==> src/rtl/dypat_pkg.sv <==
// Shared definitions for the dynamic pattern detector link: the generator
// state encoding and the default widths used by dypat and its benches.
package dypat_pkg;

   typedef enum logic [1:0] {
      IDLE = 2'd0,
      SEND = 2'd1,
      GAP  = 2'd2,
      FIN  = 2'd3
   } state_t;

   localparam int DEFAULT_W  = 4;
   localparam int DEFAULT_CW = 8;
   localparam int DEFAULT_GW = 4;

endpackage

==> src/rtl/dypat_gen.sv <==
// Serial pattern generator: captures a W-bit pattern and sends it MSB-first
// reps times, with an optional idle gap between copies. All outputs registered.
module dypat_gen
   import dypat_pkg::*;
#(
   parameter int W  = DEFAULT_W,
   parameter int CW = DEFAULT_CW,
   parameter int GW = DEFAULT_GW
) (
   input  logic          clk,
   input  logic          rst,
   input  logic          start,
   input  logic [W-1:0]  pat,
   input  logic [CW-1:0] reps,
   input  logic [GW-1:0] gap,
   output logic          busy,
   output logic          out,
   output logic          valid,
   output logic          done,
   output logic [CW-1:0] sent
);

   localparam int IW = (W > 1) ? $clog2(W) : 1;
   localparam logic [IW-1:0] IDX_MSB = IW'(W - 1);

   state_t        state_q, state_d;
   logic [IW-1:0] idx_q, idx_d;
   logic [GW-1:0] gapCnt_q, gapCnt_d;
   logic [W-1:0]  pat_q, pat_d;
   logic [CW-1:0] reps_q, reps_d;
   logic [GW-1:0] gapLen_q, gapLen_d;
   logic [CW-1:0] sent_q, sent_d;
   logic          out_q, out_d;
   logic          valid_q, valid_d;
   logic          busy_q, busy_d;
   logic          done_q, done_d;
   logic [CW-1:0] sentInc;

   // Output registers are loaded with the value for the state being entered,
   // so idx_q always names the bit currently on out.
   always_comb begin
      state_d  = state_q;
      idx_d    = idx_q;
      gapCnt_d = gapCnt_q;
      pat_d    = pat_q;
      reps_d   = reps_q;
      gapLen_d = gapLen_q;
      sent_d   = sent_q;
      out_d    = 1'b0;
      valid_d  = 1'b0;
      busy_d   = 1'b1;
      done_d   = 1'b0;
      sentInc  = sent_q + 1'b1;

      case (state_q)
         IDLE: begin
            busy_d = 1'b0;
            if (start) begin
               pat_d    = pat;
               reps_d   = reps;
               gapLen_d = gap;
               idx_d    = IDX_MSB;
               gapCnt_d = '0;
               sent_d   = '0;
               busy_d   = 1'b1;
               if (reps == '0) begin
                  state_d = FIN;
                  done_d  = 1'b1;
               end else begin
                  state_d = SEND;
                  out_d   = pat[W-1];
                  valid_d = 1'b1;
               end
            end
         end

         SEND: begin
            if (idx_q != '0) begin
               idx_d   = idx_q - 1'b1;
               out_d   = pat_q[idx_d];
               valid_d = 1'b1;
            end else begin
               // sent never passes reps, so equality is the final-copy test
               sent_d = sentInc;
               if (sentInc == reps_q) begin
                  state_d = FIN;
                  done_d  = 1'b1;
               end else if (gapLen_q != '0) begin
                  state_d  = GAP;
                  gapCnt_d = gapLen_q - 1'b1;
               end else begin
                  idx_d   = IDX_MSB;
                  out_d   = pat_q[W-1];
                  valid_d = 1'b1;
               end
            end
         end

         GAP: begin
            if (gapCnt_q == '0) begin
               state_d = SEND;
               idx_d   = IDX_MSB;
               out_d   = pat_q[W-1];
               valid_d = 1'b1;
            end else begin
               gapCnt_d = gapCnt_q - 1'b1;
            end
         end

         FIN: begin
            state_d = IDLE;
            busy_d  = 1'b0;
         end

         default: begin
            state_d = IDLE;
            busy_d  = 1'b0;
         end
      endcase
   end

   always_ff @(posedge clk or posedge rst) begin
      if (rst) begin
         state_q  <= IDLE;
         idx_q    <= '0;
         gapCnt_q <= '0;
         pat_q    <= '0;
         reps_q   <= '0;
         gapLen_q <= '0;
         sent_q   <= '0;
         out_q    <= 1'b0;
         valid_q  <= 1'b0;
         busy_q   <= 1'b0;
         done_q   <= 1'b0;
      end else begin
         state_q  <= state_d;
         idx_q    <= idx_d;
         gapCnt_q <= gapCnt_d;
         pat_q    <= pat_d;
         reps_q   <= reps_d;
         gapLen_q <= gapLen_d;
         sent_q   <= sent_d;
         out_q    <= out_d;
         valid_q  <= valid_d;
         busy_q   <= busy_d;
         done_q   <= done_d;
      end
   end

   assign busy  = busy_q;
   assign out   = out_q;
   assign valid = valid_q;
   assign done  = done_q;
   assign sent  = sent_q;

endmodule

==> config.mk <==
export PLATFORM = sky130hd
export DESIGN_NAME = dypat_gen
export DESIGN_NICKNAME = d
export VERILOG_FILES = /design/src/rtl/dypat_pkg.sv /design/src/rtl/dypat_gen.sv
export SDC_FILE = /design/constraint.sdc
export NUM_CORES = 1
export LEC_CHECK = 0
export CORE_MARGIN = 5
export CORE_UTILIZATION = 55
export CTS_CLUSTER_SIZE = 8
export DETAILED_ROUTE_END_ITERATION = 10
export PLACE_DENSITY = 0.88
export SLEW_MARGIN = 20
export SYNTH_ARGS = -nofsm -noshare
export SYNTH_HDL_FRONTEND = slang
export SYNTH_SLANG_ARGS = --single-unit
==> constraint.sdc <==
create_clock -name clk -period 7.1 [get_ports clk]
set_input_delay 1.065 -clock clk [delete_from_list [all_inputs] [get_ports clk]]
set_output_delay 1.065 -clock clk [all_outputs]
set_load 0.05 [all_outputs]
==> flow_summary.yaml, run 1 <==
place:
  gp_congestion: 0.882
  place.port_buffers: 30
  dp_cells: 301
  place_hpwl_microns: 3570
timing:
  maxSlewHeadroom_pct: 51.0
  slew_violations: 0
  finalCritPeriodShare_pct: 39.3
  max_freq_mhz: 359
  setup_viol: 0
  finClkSkew_ns: 0.00414
  fin_setup_tns_ns: 0
  tightest_slew_ns: 0.733
  timing_hold_violations_final: 0
  final.min_clock_period_ns: 2.79
  rsz0062_at_grt: "false"
critical_path:
  critPathKind: "flip-flop to output pin"
  r2r_slack_ns: 4.48
  r2r-start: "state_q[1]"
  crit_start: "sent[5]"
  cpMaxStageDelayCell: "clkdlybuf4s50_1"
  crit_path_cell_trace: "clkdlybuf4s50_1"
  worstSetupPathDepth: 1
  slowest_delay_ns: 0.88
  reg2regPathDepth: 7
  cp_num_buf_inv: 1
  startpoint_type: "flip-flop"
  path_max_fanout: 10
  crit_path_end_kind: "output pin"
  crit_family: "buffers and inverters"
  cp.arrival_ns: 1.72
  worstPathRequired_ns: 6.03
clock_tree:
  cts.repair.resized: 0
  cts_setup_buffers: 0
  cts_tree: "done"
  cts.sinks: 36
  cts.clk_slew.worst_paths_ns: 0.07
  cts_made_buffers: 5
  hold_buffers: 0
  root_buffer: "clkbuf_8"
  cts.htree.levels: 2
  clkLatencyLatePin_ns: 0.29
  clockBufferDepth: 2
run:
  drv_cap: 0
power_and_ir_drop:
  leakagePower_nw: 1.17
  power.density_mw_per_mm2: 133
  ir_drop_uv: 110
synth:
  synth.area.top_cells: "dfrtp_1 (40%), mux2_2 (8.4%), ha_1 (4.4%)"
  yosys.area.top_type: "dfrtp_1"
  synth_adder_area_share_pct: 4.41
  muxShareOfSynthArea_pct: 12.7
  netlist_instances: 229
  ys.flop_type: "dfrtp_1"
  synth-edff-count: 0
  syn_area_per_cell_sq_um: 9.91
  synthSimpleGateAreaFrac_pct: 18.1
  synth_compound_area_share_pct: 18.5
  synth_cell_types: 51
  ys_ff_latch: 36
  synthXorXnorAreaFrac_pct: 3.09
  synth_top_area_share_pct: 39.7
  synth_top_family_by_area: "compound AO/OA/AOI/OAI gates"
  yosysWarnings: 0
  syn_area_sq_mm: 0.00227
  synth_fp_nets: 256
  seq_area_frac_synth_pct: 39.7
  async_flop_share_pct: 100
grt:
  antenna_found_initial: 0
  grt_max_degree: 37
  grt_pass1_wl_microns: 8420
  overflow: 0
  track_usage_pct: 19.9
  grt_pass1_vias: 1714
layout:
  stdcell_count: 308
  diodes: 0
  syn2layout_area_growth_pct: 18.1
  nNetsFinal: 285
  drive_above_1_share_pct: 15.1
floorplan:
  num_rows: 23
  die_area_sq_mm: 0.00551
  die_y_microns: 74.2
  core-area_sq_mm: 0.00400
  die_x_microns: 74.2
  start_util_pct: 56.7
  io_pins: 31
detailed_routing:
  wl_per_cell_microns: 15.6
  vias_per_cell: 6.07
  via_count: 1869
  ant_nets: 0
  drt_pass1_iterations: 4
  drt_iter0_drc: 249
  drcViolationCount: 0
  wirelength_microns: 4800
min_path:
  hold_depth: 1
  hold_start: "pat_q[0]"
  hold_class: "flip-flop to flip-flop"
status:
  status: "completed"
==> through the flow <==
stage | area [sq um] | setup WS [ns] | hold WS (ns) | total power [mW] | utilization (%)
4_1_cts | 2680 | 4.31 | 0.509 | 0.361 | 67.0
6_report | 2680 | 4.31 | 0.509 | 0.356 | 67.0
2_1_floorplan | 2270 | 4.46 | 0.474 | 0.212 | -
3_5_place_dp | 2600 | 4.05 | 0.492 | 0.225 | 65.1
5_1_grt | 2680 | 4.27 | 0.522 | 0.372 | 67.0
3_3_place_gp | 2600 | 4.09 | 0.491 | 0.225 | 65.1
==> per-layer routing <==
layer  up-vias  GRT usage (%)  routed length, microns  part of all wire, %
met2        60           29.5                    2270                   47
met5         -              0                       0                    0
met4         0           8.30                      85                  1.8
li1        900              -                       -                    -
met1       901           28.1                    2120                   44
met3         8           4.32                     322                  6.7
==> power by group <==
part / leakage, nW / switching [mW] / total [mW] / internal [mW]
sequential: 0.463 / 0 / 0.205 / 0.205
clock: 0.0410 / 0.0689 / 0.136 / 0.0666
combinational: 0.670 / 0.00610 / 0.0154 / 0.00933
total: 1.17 / 0.0750 / 0.356 / 0.281
==> area by class of cell <==
type	instances	area [sq um]
fillers	308	1320
multi-input cells	173	1290
flip-flops and latches	36	901
repair buffers	31	308
clock buffers	6	72.6
well taps	50	62.6
inverters	11	41.3
clock inverters	1	5.00
==> cells in the mapped netlist (5+ instances only) <==
cell	instances
xnor2_1	5
dfrtp_1	36
clkbuf_1	7
nand3_1	5
o21ai_0	13
nand2_1	24
or4_1	5
ha_1	8
nor3_1	6
mux2_2	17
mux2i_1	6
a21oi_1	12
nor2_1	9
nand2b_1	5
inv_1	11
==> cells in the final DEF, fill, tap and decap left out, types with 2 or more instances in the layout <==
master           instances
dfrtp_1                 36
clkdlybuf4s50_1         30
nand2_1                 24
mux2_2                  17
o21ai_0                 13
a21oi_1                 12
inv_1                   11
nor2_1                   9
ha_1                     8
nor3_1                   6
mux2i_1                  6
nand3_1                  5
xnor2_1                  5
or4_1                    5
nand2b_1                 5
clkbuf_8                 5
nor3b_1                  4
nor2b_1                  4
a31oi_1                  4
nand4_1                  4
xor2_1                   3
and3_1                   2
and2_1                   2
a311o_2                  2
a21o_1                   2
o211ai_1                 2
o21ai_1                  2
a22o_1                   2
o31ai_1                  2
nor4_1                   2
==> state kept, by name (all words and copies together) (netlist names) <==
signal,flops
out,1
done,1
gapLen_q,4
reps_q,8
valid,1
pat_q,4
gapCnt_q,4
sent,8
state_q,2
busy,1
idx_q,2
==> worst paths after layout <==
kind,endpoint
max in group asynchronous,reps_q[6]
min in group asynchronous,reps_q[1]
hold / removal,pat_q[0]
setup / recovery,sent[5]
hold reg to reg,pat_q[0]
setup reg to reg,gapCnt_q[1]
==> cells by family (layout without fill, tap and decap cells) <==
group | Yosys count | in the layout
compound gates | 54 | 54
simple gates | 78 | 78
fa+ha+maj | 8 | 8
xor+xnor | 8 | 8
flops | 36 | 36
buf+inv | 20 | 49
mux | 25 | 25
Note: power is estimated with default switching activity, not from simulation.
==> run 2, diff against run 1 <==
==> constraint.sdc (replaced) <==
create_clock -name clk -period 2.69 [get_ports clk]
set_input_delay 0.4035 -clock clk [delete_from_list [all_inputs] [get_ports clk]]
set_output_delay 0.4035 -clock clk [all_outputs]
set_load 0.05 [all_outputs]
==> flow_summary.yaml, run 2 (synthesized netlist as in run 1, its figures left out) <==
clock_tree:
  hold_buffers: 0
  cts.htree.levels: 2
  cts.clk_slew.worst_paths_ns: 0.08
  cts_made_buffers: 5
  root_buffer: "clkbuf_8"
  cts.sinks: 36
  cts_tree: "done"
  clockBufferDepth: 2
  cts.repair.resized: 0
  cts_setup_buffers: 0
  clkLatencyLatePin_ns: 0.30
timing:
  finalCritPeriodShare_pct: 94.4
  finClkSkew_ns: 0.0163
  timing_hold_violations_final: 0
  final.min_clock_period_ns: 2.54
  slew_violations: 0
  maxSlewHeadroom_pct: 59.2
  fin_setup_tns_ns: 0
  setup_viol: 0
  fin_ws_ns: 0.151
  rsz0062_at_grt: "false"
  tightest_slew_ns: 0.608
  max_freq_mhz: 394
min_path:
  hold_class: "input pin to asynchronous set/reset pin"
status:
  status: "completed"
layout:
  multi_input_area_sq_mm: 0.00129
  layout_commonest_cell: "dfrtp_1"
  fillCellCount: 321
  diodes: 0
  seqCellArea_sq_um: 901
  drive_above_1_share_pct: 17.0
  nNetsFinal: 291
  final_cell_mix: "dfrtp_1 (36), clkdlybuf4s50_1 (30), nand2_1 (24), mux2_2 (17), o21ai_0 (13)"
  design_area_sq_mm: 0.00273
  syn2layout_area_growth_pct: 20.1
  final_core_util_pct: 68.2
critical_path:
  path_max_fanout: 7
  slowest_delay_ns: 0.49
  crit_path_end_kind: "flip-flop"
  crit_family: "compound AO/OA/AOI/OAI gates"
  cp.arrival_ns: 2.72
  startpoint_type: "flip-flop"
  cpMaxStageDelayCell: "dfrtp_1"
  crit_path_cell_trace: "ha_1 > nand3_1 > and3_1 > o41ai_4 > nand2_2 > a31oi_4 > mux2_4"
  cp_num_buf_inv: 0
  worstPathRequired_ns: 2.87
  critPathKind: "flip-flop to flip-flop"
grt:
  grt_max_degree: 37
  antenna_found_initial: 0
  overflow: 0
  track_usage_pct: 21.0
  grt_pass1_vias: 1869
  grt_pass1_wl_microns: 8830
detailed_routing:
  via_count: 1906
  ant_nets: 0
  drt_pass1_iterations: 4
  wl_per_cell_microns: 15.9
  drcViolationCount: 0
  drt_iter0_drc: 197
  vias_per_cell: 6.07
  wirelength_microns: 4990
power_and_ir_drop:
  ir_drop_uv: 333
  p_switching_mw: 0.211
  clockPowerShare_pct: 38.9
  swShare_pct: 22.1
  p_comb_share_pct: 4.3
  power.share.sequential_pct: 56.8
  leakagePower_nw: 1.20
  power.density_mw_per_mm2: 349
  finalPower_mw: 0.953
  internal_power_mw: 0.742
floorplan:
  die_y_microns: 74.2
  core-area_sq_mm: 0.00400
  io_pins: 31
  start_util_pct: 56.7
  die_x_microns: 74.2
  num_rows: 23
  die_area_sq_mm: 0.00551
place:
  gp_congestion: 0.893
  place_ws_ns: 0.241
  place.port_buffers: 30
  place_hpwl_microns: 3670
  dpl_cell_area_sq_mm: 0.00265
run:
  drv_cap: 0
-- run 2: power by group through the flow --
stage | clock network, mW | registers [mW] | logic (mW)
after global routing | 0.402 | 0.541 | 0.0457
after detailed placement | 0 | 0.551 | 0.0423
after global placement | 0 | 0.551 | 0.0416
after CTS | 0.381 | 0.541 | 0.0422
final | 0.371 | 0.541 | 0.0410
after floorplan | 0 | 0.551 | 0.00924
-- run 2: area by class of cell --
type	count	area share, %
clock buffers	6	2.66
clock inverters	1	0.184
inverters	11	1.51
multi-input cells	173	47.4
flip-flops and latches	36	33.0
well taps	50	2.29
repair buffers	37	12.9
-- run 2: final timing paths --
| check | from | depth (start not counted) | endpoint | slack, ns |
|---|---|---|---|---|
| max | sent[0] | 7 | gapCnt_q[1] | 0.15 |
| min | rst | 3 | sent[7] | 0.51 |
| max reg2reg | sent[0] | 7 | gapCnt_q[1] | 0.15 |
| min reg2reg | pat_q[0] | 1 | pat_q[0] | 0.51 |
| max in group asynchronous | rst | 3 | busy | 1.84 |
| min in group clk | pat_q[0] | 1 | pat_q[0] | 0.51 |
-- run 2: worst register-to-register path: cells and delay by family, from the launching register on --
| kind | cells | cell delay [ns] |
|---|---|---|
| compound gates | 2 | 0.70 |
| flops | 1 | 0.49 |
| simple gates | 3 | 0.64 |
| fa+ha+maj | 1 | 0.28 |
| mux | 1 | 0.32 |
-- run 2: layer usage --
layer / GRT usage [%] / up-vias / share of wire, %
met5: 0 / - / 0
met1: 27.3 / 904 / 43
met2: 33.0 / 82 / 46
li1: - / 907 / -
met4: 8.89 / 0 / 2.5
met3: 5.95 / 13 / 8.9
-- run 2: per-stage QoR --
stage | hold slack, ns | std cells
global route | 0.527 | 314
global placement | 0.491 | 307
detailed placement | 0.493 | 307
floorplan | 0.474 | 229
finish | 0.507 | 314
CTS | 0.511 | 314
